===== src/rtl/demux4_stream_if.sv =====
// Stream bus for the 1-to-4 distributor: one producer side, four consumer channels.
// Optional macro DEMUX4_STREAM_COUNT_EN adds the per-channel delivery counter field.
interface demux4_stream_if #(
   parameter int N = 4
);
   logic [N-1:0] in_data;
   logic [1:0]   in_select;
   logic         in_valid;
   logic         in_ready;
   logic [N-1:0] out0;
   logic [N-1:0] out1;
   logic [N-1:0] out2;
   logic [N-1:0] out3;
   logic [3:0]   out_valid;
   logic [3:0]   out_ready;
   logic [2:0]   occupancy;
`ifdef DEMUX4_STREAM_COUNT_EN
   logic [31:0]  count;
`endif

   // Drives the producer inputs and consumer readies, observes everything else.
   modport master (
      output in_data, in_select, in_valid, out_ready,
      input  in_ready, out0, out1, out2, out3, out_valid, occupancy
`ifdef DEMUX4_STREAM_COUNT_EN
      , input count
`endif
   );

   modport slave (
      input  in_data, in_select, in_valid, out_ready,
      output in_ready, out0, out1, out2, out3, out_valid, occupancy
`ifdef DEMUX4_STREAM_COUNT_EN
      , output count
`endif
   );
endinterface


===== src/rtl/demux4_stream.sv =====
// Registered 1-to-4 stream distributor with a one-entry holding slot per channel.
// Optional macro DEMUX4_STREAM_COUNT_EN adds saturating 8-bit delivery counters per channel.
module demux4_stream #(
   parameter int N = 4
) (
   input logic           clk,
   input logic           rst_n,
   demux4_stream_if.slave bus
);
   typedef enum logic {EMPTY = 1'b0, FULL = 1'b1} slot_state_e;

   slot_state_e  state_q [4];
   slot_state_e  state_d [4];
   logic [N-1:0] data_q  [4];
   logic [3:0]   valid_q;
   logic [3:0]   valid_d;
   logic [3:0]   accept_k;
   logic [2:0]   occ_q;
   logic [2:0]   occ_d;
   logic         in_ready;
   logic         accept;

   always_comb begin
      for (int k = 0; k < 4; k++) begin
         valid_q[k] = (state_q[k] == FULL);
      end
   end

   // A stalled slot only blocks words addressed to it; readiness never looks at in_valid.
   assign in_ready = rst_n && (!valid_q[bus.in_select] || bus.out_ready[bus.in_select]);
   assign accept   = bus.in_valid && in_ready;

   always_comb begin
      for (int k = 0; k < 4; k++) begin
         accept_k[k] = accept && (bus.in_select == 2'(k));
      end
   end

   always_ff @(posedge clk) begin
      if (!rst_n) begin
         for (int k = 0; k < 4; k++) begin
            state_q[k] <= EMPTY;
         end
      end else begin
         for (int k = 0; k < 4; k++) begin
            state_q[k] <= state_d[k];
         end
      end
   end

   // A simultaneous drain and accept keeps the slot FULL with the new word.
   always_comb begin
      for (int k = 0; k < 4; k++) begin
         state_d[k] = state_q[k];
         case (state_q[k])
            EMPTY:   if (accept_k[k]) state_d[k] = FULL;
            FULL:    if (!accept_k[k] && bus.out_ready[k]) state_d[k] = EMPTY;
            default: state_d[k] = EMPTY;
         endcase
      end
   end

   always_comb begin
      occ_d = '0;
      for (int k = 0; k < 4; k++) begin
         valid_d[k] = (state_d[k] == FULL);
         occ_d      = occ_d + 3'(valid_d[k]);
      end
   end

   always_comb begin
      bus.in_ready  = in_ready;
      bus.out_valid = valid_q;
      bus.out0      = data_q[0];
      bus.out1      = data_q[1];
      bus.out2      = data_q[2];
      bus.out3      = data_q[3];
      bus.occupancy = occ_q;
   end

   // Empty slots keep their last word; only an accept to a slot rewrites it.
   always_ff @(posedge clk) begin
      if (!rst_n) begin
         occ_q <= '0;
         for (int k = 0; k < 4; k++) begin
            data_q[k] <= '0;
         end
      end else begin
         occ_q <= occ_d;
         for (int k = 0; k < 4; k++) begin
            if (accept_k[k]) data_q[k] <= bus.in_data;
         end
      end
   end

`ifdef DEMUX4_STREAM_COUNT_EN
   logic [7:0] cnt_q [4];

   always_ff @(posedge clk) begin
      if (!rst_n) begin
         for (int k = 0; k < 4; k++) begin
            cnt_q[k] <= '0;
         end
      end else begin
         for (int k = 0; k < 4; k++) begin
            if (valid_q[k] && bus.out_ready[k] && (cnt_q[k] != 8'hFF)) begin
               cnt_q[k] <= cnt_q[k] + 8'd1;
            end
         end
      end
   end

   assign bus.count = {cnt_q[3], cnt_q[2], cnt_q[1], cnt_q[0]};
`endif
endmodule


===== src/flat_wrapper.sv =====
// flat-port wrapper written by rule: the top's interface ports become plain ports
module demux4_stream_flat 
#(
   parameter int N = 4
)
  (clk, rst_n, bus_in_data, bus_in_select, bus_in_valid, bus_out_ready, bus_in_ready, bus_out0, bus_out1, bus_out2, bus_out3, bus_out_valid, bus_occupancy);
  demux4_stream_if #(.N(N)) bus_i ();
  input logic clk;
  input logic rst_n;
  input wire logic [$bits(bus_i.in_data)-1:0] bus_in_data;
  input wire logic [$bits(bus_i.in_select)-1:0] bus_in_select;
  input wire logic [$bits(bus_i.in_valid)-1:0] bus_in_valid;
  input wire logic [$bits(bus_i.out_ready)-1:0] bus_out_ready;
  output wire logic [$bits(bus_i.in_ready)-1:0] bus_in_ready;
  output wire logic [$bits(bus_i.out0)-1:0] bus_out0;
  output wire logic [$bits(bus_i.out1)-1:0] bus_out1;
  output wire logic [$bits(bus_i.out2)-1:0] bus_out2;
  output wire logic [$bits(bus_i.out3)-1:0] bus_out3;
  output wire logic [$bits(bus_i.out_valid)-1:0] bus_out_valid;
  output wire logic [$bits(bus_i.occupancy)-1:0] bus_occupancy;
  assign bus_i.in_data = bus_in_data;
  assign bus_i.in_select = bus_in_select;
  assign bus_i.in_valid = bus_in_valid;
  assign bus_i.out_ready = bus_out_ready;
  assign bus_in_ready = bus_i.in_ready;
  assign bus_out0 = bus_i.out0;
  assign bus_out1 = bus_i.out1;
  assign bus_out2 = bus_i.out2;
  assign bus_out3 = bus_i.out3;
  assign bus_out_valid = bus_i.out_valid;
  assign bus_occupancy = bus_i.occupancy;
  demux4_stream #(.N(N)) u_core (.clk(clk), .rst_n(rst_n), .bus(bus_i));
endmodule

===== config.mk =====
export PLATFORM = sky130hd
export DESIGN_NAME = demux4_stream_flat
export DESIGN_NICKNAME = d
export VERILOG_FILES = /design/src/rtl/demux4_stream_if.sv /design/src/rtl/demux4_stream.sv /design/src/flat_wrapper.sv
export SDC_FILE = /design/constraint.sdc
export NUM_CORES = 1
export LEC_CHECK = 0
export CAP_MARGIN = 10
export CORE_ASPECT_RATIO = 1.1
export CORE_MARGIN = 1
export CORE_UTILIZATION = 40
export CTS_BUF_LIST = sky130_fd_sc_hd__clkbuf_2 sky130_fd_sc_hd__clkbuf_4 sky130_fd_sc_hd__clkbuf_8
export DETAILED_ROUTE_END_ITERATION = 8
export DONT_BUFFER_PORTS = 1
export SETUP_SLACK_MARGIN = 0.5
export SLEW_MARGIN = 10
export SYNTH_ARGS = -nofsm -noshare
export SYNTH_HDL_FRONTEND = slang
export SYNTH_SLANG_ARGS = --single-unit
export TNS_END_PERCENT = 5

===== constraint.sdc =====
create_clock -name clk -period 2.27 [get_ports clk]
set_clock_uncertainty 0.05 [all_clocks]
set_input_delay 0.3405 -clock clk [delete_from_list [all_inputs] [get_ports clk]]
set_output_delay 0.3405 -clock clk [all_outputs]
set_load 0.02 [all_outputs]

* Word level (Yosys, flattened, before mapping)
Memory sizes are Yosys's and may differ from the RTL's.
Index checks and enable logic that the tools add are counted.
** Storage, ports and cells
- Bits of input ports :: 13
- Word-level logic and storage cells :: 73
- Register bits :: 3
- RAM bits :: 20
- Output and inout port bits :: 24
- Memories kept :: 2
** Cells by class
- Equal/unequal tests :: 3
- Add/sub/neg operators :: 3
- Bitwise logic cells :: 12
- Muxes and demuxes :: 34
- $lt $le $gt $ge :: 1
- Reduce and logical (&&, ||, !) cells :: 17
** Memory list
- u_core.data_q :: depth 4, bits a word 4, read ports 4, clocked after memory_dff 0, wr ports 4, RTL line demux4_stream.sv:14 : logic [N-1:0] data_q [4];
- u_core.state_q :: depth 4, bits a word 1, read ports 4, clocked after memory_dff 0, wr ports 4, RTL line demux4_stream.sv:12 : slot_state_e state_q [4];
** Operators with widths (count)
- 2-to-1 mux 1 bit :: 24
- 2-to-1 mux 4 bit :: 4
- logical AND 1 bit :: 10
- bitwise OR 1 bit :: 8
- one-hot mux 1 bit (2 select lines) :: 4
- adder 3 x 1 -> 3 bit :: 2
- zero test 1 bit :: 5
- binary-select mux 1 bit (select 2 bit) :: 2
- equality test 2 bit (second input constant) :: 2
- NOT 1 bit :: 4
- less-than comparator 2 x 3 -> 1 bit (second input constant) :: 1
- adder 1 x 1 -> 2 bit :: 1
- equality test 2 x 1 -> 1 bit (second input constant) :: 1
- zero test 2 bit :: 1
- logical OR 1 bit :: 1

* Logic depth before layout (Yosys ltp)
Gate-level depths: netlist (run 1).
An unclocked memory read counts as a cell.
- Depth in word-level cells :: 15
- Mapped depth :: 10
- Depth with buffers taken out :: 9

* Worst setup path before layout (run 1)
No wires, ideal clock.
- Kind :: in2reg
- Start :: in bus_in_select[0]
- End :: reg u_core.occ_q[1] (netlist: u_core.bus.occupancy[1])
- Path buffers :: 1
- Setup time :: 0.115 ns
- Cell stages on the path :: 10
- Arrival :: 1.917 ns
- Path slack :: 0.188 ns
- Data required time :: 2.105 ns
- Cell sequence :: buf_4 -> nor2b_2 -> nand2_1 -> o21ai_1 -> ha_1 -> inv_1 -> fa_1 -> inv_1 -> ha_1 -> and2_1
** Between the ends
- Cells in the longest elaborated chain, start to end :: 14
** RTL lines
- start: declaration :: RTL line flat_wrapper.sv:11 : input wire logic [$bits(bus_i.in_select)-1:0] bus_in_select;
- binary-select mux 1 bit (select 2 bit) :: RTL line demux4_stream.sv:30 : assign in_ready = rst_n && (!valid_q[bus.in_select] || bus.out_ready[bus.in_select]);
- 2-to-1 mux 1 bit (implied by the code) :: RTL line demux4_stream.sv:30
- zero test 1 bit :: RTL line demux4_stream.sv:30
- logical OR 1 bit :: RTL line demux4_stream.sv:30
- logical AND 1 bit :: RTL line demux4_stream.sv:30
- logical AND 1 bit :: RTL line demux4_stream.sv:31 : assign accept = bus.in_valid && in_ready;
- logical AND 1 bit :: RTL line demux4_stream.sv:35 : accept_k[k] = accept && (bus.in_select == 2'(k));
- zero test 1 bit :: RTL line demux4_stream.sv:57 : FULL: if (!accept_k[k] && bus.out_ready[k]) state_d[k] = EMPTY;
- logical AND 1 bit :: RTL line demux4_stream.sv:57
- 2-to-1 mux 1 bit :: RTL line demux4_stream.sv:57
- one-hot mux 1 bit (2 select lines) :: RTL line demux4_stream.sv:55 : case (state_q[k])
- adder 1 x 1 -> 2 bit :: RTL line demux4_stream.sv:67 : occ_d = occ_d + 3'(valid_d[k]);
- adder 3 x 1 -> 3 bit :: RTL line demux4_stream.sv:67
- adder 3 x 1 -> 3 bit (*) :: RTL line demux4_stream.sv:67
- net u_core.occ_d[1] :: RTL line demux4_stream.sv:19 : logic [2:0] occ_d;
- end signal: assignment :: RTL line demux4_stream.sv:84 : occ_q <= '0;
- end signal: assignment :: RTL line demux4_stream.sv:89 : occ_q <= occ_d;
- end: declaration :: RTL line demux4_stream.sv:18 : logic [2:0] occ_q;
The timed path passes the listed nets; every way through them passes the cells marked *. The select of a mux whose other input is x is not followed.
A chain may end at the register's enable or synchronous reset.

==> impl_results.md, run 1 <==
- Average wire per standard cell: between 10 and 15 um
- Cell count after synthesis: 94
- DRT antenna net count: 0
- Setup violations, final: 0
- CP bufs+invs: 1
- Min Tclk post-route: about 1.8 ns
- Leak: approximately 0.00047 uW
- Die Wd: about 52 um
- Worst Reg-to-Reg Cells: 6
- Syn Area/Cell: between 10 and 15 um2
- Top cell type by total area after synthesis: edfxtp_1
- Dominant combinational cell family by area after synthesis: simple AND/OR/NAND/NOR gates
- Pin count of the biggest net entering global routing: 15
- Initial core utilization: between 40% and 50%
- Placed wire-length estimate: roughly 1400 um
- Hold_buf cts: 0
- Ant diodes: 0
- DRC viols: 0
- Worst Path Required: about 2.4 ns
- Largest stage delay on the critical path: between 0.4 and 0.5 ns
- PD cells: 648 nW/um2
- Share of layout cells above drive strength 1: 28.4%
- IO Pins: 37
- Chip Height: 56.5 um
- Critical Path, Cell by Cell: nor2b_1 > a31oi_1 > fa_2 > inv_2 > ha_1 > and2_1
- Synth cell types: 27
- R2r setup slk: 0.49 ns
- Final RePlAce weighted congestion: between 0.8 and 0.9
- Overall power: between 700 and 800 uW
- Upper clock frequency limit: around 560 MHz
- Global Route Usage Sum: a little over an eighth
- Initial DRT Pass Iterations: 4
- Pins Over Slew Limit: 0
- Post-synthesis simple-gate area fraction: 23.5%
- Reg2reg start: u_core.state_q[3]$_DFF_P_
- Status: complete, no violations
- Fill cells: ~250
- Area of the die: approximately 2900 um2
- Post-synthesis compound-gate area fraction: 6.60%
- Hold wc startpoint: rst_n
- Synth Area in XOR/XNOR: 0%
- Setup tns final: 0 ns
- Share of the synthesized area in the top cell type: 44.4%
- DRT iter0 DRCs: 12
- Post-route insts no fill: ~130
- Worst slack, placed: approximately 0.25 ns
- Hold endpoint: u_core.state_q[3]$_DFF_P_
- Portion of netlist area occupied by mux cells: less than 1%
- Ys Warns: 0
- Final period util: 78.3%
- Initial antenna violation count: 0
- Synth Register Bits: 23
- Slew @ Worst Pin: approximately 0.54 ns
- Nets: approximately 110
- CTS clock-pin slew for the worst setup and hold paths: about 0.11 ns
- Layout overhead on the synthesized area: 6.94%
- Final hold vios: 0
- Root buf cell: clkbuf_4
- H-tree Lvls: 1
- First-pass GRT wire length: around 2800 um
- Critical path's top delay family: adder cells
- Mapped Area: 1080 um2
- Relative slew slack: a little under two thirds
- Num CTS Buffers: 3
- Final Core Density: 45.9%
- RSZ-0062 raised after global routing: true
- Min-delay worst type: in -> reg
- Ranking of synthesized cells by area: edfxtp_1 (44%), dfxtp_1 (13%), nor2_1 (5.9%)
- Max-cap violations: 0
- Placed Cells incl. Taps: roughly 120
- Critical path type: reg -> reg
- Multi-input logic area: slightly above 400 um2
- Total number of vias: about 650
- Worst Path Arrival: between 1.5 and 2 ns
- CP endpoint kind: flip-flop
- Core area: between 2000 and 3000 um2
- CTS tree: yes
- Worst VDD drop: roughly 260 uV
- Via/cell ratio: 5.14
- Clock Tree Buf Depth: 2
- Register area share after synthesis: a little under three fifths
- Worst hold path depth: 1
- Register area: just over 600 um2
- Clk Latency, worst-skew pair: 0.29 ns
- Syn_nets: 110
- Crit path max-delay cell type: dfxtp_1
- Rows: 19
- CP Max Fanout: 3
- Grt total ovfl: 0
- Adder-cell share of the synthesized area: around 4.2%
- Clock Sinks: 23
- Drt total wl: ~1800 um
- Number of global-route vias before repair: roughly 630
- Critical Path Start Type: flip-flop
- Setup WS post-layout: just under 0.5 ns
- Worst reg2reg endpoint: u_core.bus.occupancy[1]$_SDFF_PN0_
- IO buf count: 0
==> metal layers <==
layer / track usage (%) / vias up / part of all wire (%)
met5: 0 / - / 0
li1: - / 316 / -
met1: 15.0 / 303 / 40
met3: 4.34 / 2 / 6.6
met2: 23.0 / 27 / 52
met4: 5.79 / 0 / 1.1
==> power breakdown <==
group	switching (uW)	total, uW	internal, uW
sequential	29.4	498	468
combinational	36.3	64.4	28.0
clock	107	187	80.2
total	172	749	577
==> cell usage in the layout (no fill, tap or decap), types with 3 or more instances in the layout <==
cell,count
nand3_1,4
clkbuf_4,4
nand2_1,5
buf_4,5
nor2_1,17
nor2b_1,3
edfxtp_1,16
nand2_4,4
dfxtp_1,5
a21boi_1,3
==> worst register-to-register path: cells and delay by family (launching register included) <==
| family | cells | cell delay, ns |
|---|---|---|
| adders and majority gates | 2 | 0.60 |
| DFF | 1 | 0.48 |
| and+or+nand+nor | 2 | 0.40 |
| AOI/OAI and AO/OA | 1 | 0.10 |
| buffers and inverters | 1 | 0.05 |
==> stage by stage <==
| step | hold slack (ns) | cell area (um2) |
|---|---|---|
| final | 0.117 | 1160 |
| after detailed placement | 0.422 | 1080 |
| after global routing | 0.0890 | 1160 |
| after CTS | 0.0996 | 1150 |
| after global placement | 0.415 | 1080 |
| after floorplan | 0.444 | 1100 |
==> worst max-delay path by stage <==
stage | startpoint | endpoint | slack, ns | depth (start not counted)
floorplan | bus_in_select[0] | u_core.bus.occupancy[1]$_SDFF_PN0_ | 0.35 | 10
global placement | bus_out_ready[1] | u_core.bus.occupancy[1]$_SDFF_PN0_ | 0.30 | 9
detailed placement | bus_out_ready[0] | u_core.bus.occupancy[1]$_SDFF_PN0_ | 0.25 | 9
CTS | u_core.state_q[0]$_DFF_P_ | u_core.bus.occupancy[1]$_SDFF_PN0_ | 0.50 | 9
global route | u_core.state_q[0]$_DFF_P_ | u_core.bus.occupancy[1]$_SDFF_PN0_ | 0.42 | 9
finish | u_core.state_q[3]$_DFF_P_ | u_core.bus.occupancy[1]$_SDFF_PN0_ | 0.49 | 6
==> state kept, by name, indices dropped and copies added (netlist names) <==
name	flops
u_core.data_q	16
u_core.state_q	4
u_core.bus.occupancy	3
==> cell type report <==
type / count / area share, %
timing repair buffer: 5 / 3.25
multi-input combinational: 60 / 35.9
sequential: 23 / 53.9
inverter: 3 / 0.974
tap: 31 / 3.35
clock buffer: 4 / 2.60
==> cell families (layout without fill, tap and decap cells) <==
logic type	after synthesis	count (layout)
flops	23	23
mux	1	1
buf+inv	11	12
fa+ha+maj	3	3
compound gates	11	11
simple gates	45	45
==> Yosys cell counts <==
cell       count
clkbuf_1       1
nor2b_1        3
nor2b_2        1
a21oi_1        1
nand2_1        7
inv_1          3
nand3_1        4
nand4bb_1      1
o21ai_1        2
nor2_1        17
a21boi_1       3
and2_1         2
mux2i_1        1
fa_1           1
o311ai_0       1
dfxtp_1        7
a21boi_0       1
buf_4          6
edfxtp_1      16
buf_12         1
nand2b_1       4
and2_4         1
nor2b_4        1
a31oi_1        2
nand2_4        4
o21ai_0        1
ha_1           2
==> what timing repair did <==
| action | in CTS | in global routing |
|---|---|---|
| endpoints found under the hold margin | 0 | 0 |
| setup buffers | 3 | 0 |
| pin swaps | 3 | 0 |
| endpoints found under the setup margin | 1 | 2 |
| gates resized for setup | 7 | 1 |
Power figures use the tool's default switching activity.
==> run 2: changes to the inputs <==
==> constraint.sdc (replaced) <==
create_clock -name clk -period 1.75 [get_ports clk]
set_clock_uncertainty 0.05 [all_clocks]
set_input_delay 0.2625 -clock clk [delete_from_list [all_inputs] [get_ports clk]]
set_output_delay 0.2625 -clock clk [all_outputs]
set_load 0.02 [all_outputs]
==> run 2 against run 1 <==
The flow now finishes with violations (negative setup slack). Utilization is 6.1 points higher. Final cell count increased by 8.7%. Highest routed layer unchanged. Via count up 5.2%. Critical endpoint unchanged. Count of clock-buffer cells in the layout unchanged. Maximum frequency is 1.4% higher. Setup slack worse by 0.50 ns. Register-to-register slack worse by 0.50 ns. Critical path type unchanged.
==> impl_results.md, run 2 (synthesis gave the netlist of run 1 again) <==
- Hold WS: 0.0214 ns (-0.0956 ns)
- Largest Register: u_core.data_q
- Final RePlAce weighted congestion: 0.823 (+1.6%)
- DRT antenna net count: 0 (unchanged)
- CP endpoint kind: flip-flop
- Core area: 2520 um2 (unchanged)
- Critical path type: reg -> reg
- Initial antenna violation count: 0 (unchanged)
- Most Used Layer, Global Route: met2
- RSZ-0062 raised after global routing: true
- Min Tclk post-route: 1.75 ns (-0.0249 ns)
- IO Pins: 37 (unchanged)
- DRC viols: 0 (unchanged)
- Initial core utilization: 42.9% (unchanged)
- Worst slack, placed: -0.0473 ns (-0.296 ns)
- Global Route Usage Sum: 15.4% (+2.0 points)
- Leak: 0.000536 uW (+14%)
- Num CTS Buffers: 3 (unchanged)
- Max-cap violations: 0 (unchanged)
- Area of the die: 2910 um2 (unchanged)
- Die Wd: 51.6 um (unchanged)
- Min-delay worst type: in -> reg
- Slew @ Worst Pin: 0.286 ns (-0.256 ns)
- Max FFs per register: 16 (unchanged)
- Commonest non-fill, non-tap cells in the layout: edfxtp_1 (16), nor2_1 (15), buf_4 (13)
- Initial DRT Pass Iterations: 4 (unchanged)
- Grt total ovfl: 0 (unchanged)
- CTS clock-pin slew for the worst setup and hold paths: 0.12 ns (about the same)
- Placed instance area: 1130 um2 (+4.9%)
- Via/cell ratio: 4.98 (-3.2%)
- Share of layout cells above drive strength 1: 47.2% (+19 points)
- Commonest non-fill, non-tap cell in the layout: edfxtp_1
- Worst Path Arrival: 1.92 ns (about the same)
- H-tree Lvls: 1 (unchanged)
- Clk Latency, worst-skew pair: 0.30 ns (about the same)
- Total number of vias: 682 (+5.2%)
- Upper clock frequency limit: 571 MHz (+1.4%)
- Setup violations, final: 1 (+1)
- Clock Tree Buf Depth: 2 (unchanged)
- Violated checks: negative setup slack
- Number of global-route vias before repair: 703 (+11%)
- Final Instance Area: 1310 um2 (+13%)
- Worst VDD drop: 440 uV (+68%)
- Root buf cell: clkbuf_4
- IO buf count: 0 (unchanged)
- Fill cells: 249 (-1.6%)
- Met1 usage: 17.5% (+2.4 points)
- Overall power: 1020 uW (+36%)
- Worst Path Required: 1.91 ns (-0.51 ns)
- First-pass GRT wire length: 3230 um (+15%)
- Relative slew slack: 80.8% (+17 points)
- Grt met3 use: 3.25% (-1.1 points)
- Layout overhead on the synthesized area: 21.2%
- Worst Reg-to-Reg Cells: 9 (+3)
- Average wire per standard cell: 15.2 um (+6.7%)
- Worst hold path depth: 1 (unchanged)
- Final period util: 100% (+22 points)
- Pin count of the biggest net entering global routing: 15 (unchanged)
- Status: complete, but fails checks
- Ant diodes: 0 (unchanged)
- DRT iter0 DRCs: 16 (+4)
- PD cells: 775 nW/um2 (+20%)
- Pins Over Slew Limit: 0 (unchanged)
- Clock Sinks: 23 (unchanged)
- Chip Height: 56.5 um (unchanged)
- Nets: 123 (+9.8%)
- CP Max Fanout: 3 (unchanged)
- Grt met2 use: 27.1% (+4.1 points)
- Rows: 19 (unchanged)
- Hold_buf cts: 0 (unchanged)
- Setup WS post-layout: -0.00270 ns (-0.495 ns)
- Drt total wl: 2090 um (+16%)
- CTS tree: yes
- Placed wire-length estimate: 1520 um (+8.1%)
- Final hold vios: 0 (unchanged)
- Critical Path Start Type: flip-flop
- R2r setup slk: -0.003 ns (-0.50 ns)
run 2: layout make-up:
| class | count | area, um2 | area share [%] |
|---|---|---|---|
| inverters | 3 | 11.3 | 0.860 |
| well taps | 31 | 38.8 | 2.96 |
| repair buffers | 16 | 131 | 10.0 |
| flip-flops and latches | 23 | 626 | 47.8 |
| clock buffers | 4 | 30.0 | 2.29 |
| multi-input cells | 60 | 473 | 36.1 |
run 2: final timing paths:
path,start,end
min reg2reg,u_core.state_q[2]$_DFF_P_,u_core.state_q[2]$_DFF_P_
min,rst_n,u_core.bus.occupancy[1]$_SDFF_PN0_
max,u_core.state_q[0]$_DFF_P_,u_core.bus.occupancy[1]$_SDFF_PN0_
max reg2reg,u_core.state_q[0]$_DFF_P_,u_core.bus.occupancy[1]$_SDFF_PN0_
run 2: per-layer routing:
| layer | part of all wire [%] | vias to the layer above |
|---|---|---|
| met5 | 0 | - |
| met3 | 5.4 | 2 |
| met4 | 0.77 | 0 |
| li1 | - | 339 |
| met1 | 39 | 314 |
| met2 | 55 | 27 |
run 2: where the power goes:
part	switching [uW]	internal [uW]	total (uW)
Clock	152	104	256
Sequential	35.7	608	643
Combinational	58.1	57.9	116
run 2: timing repair:
item,in CTS,in global routing
pin swaps,2,9
endpoints found under the setup margin,8,16
setup buffers,7,0
resized for setup,6,20
run 2: per-stage QoR:
stage	util (%)	setup TNS, ns	instances
finish	52.0	-0.00270	137
global route	52.0	-0.0650	137
CTS	49.0	0	137
detailed placement	44.8	-0.0473	126
global placement	44.8	-0.0499	126
floorplan	-	-0.0881	94
run 2: worst max-delay path: stages (launching register included):
cell      delay, ns
dfxtp_2        0.37
nand2b_4       0.07
nand2_2        0.08
o21ai_2        0.05
ha_1           0.28
inv_2          0.04
fa_2           0.32
inv_2          0.08
ha_4           0.19
and2_1         0.14
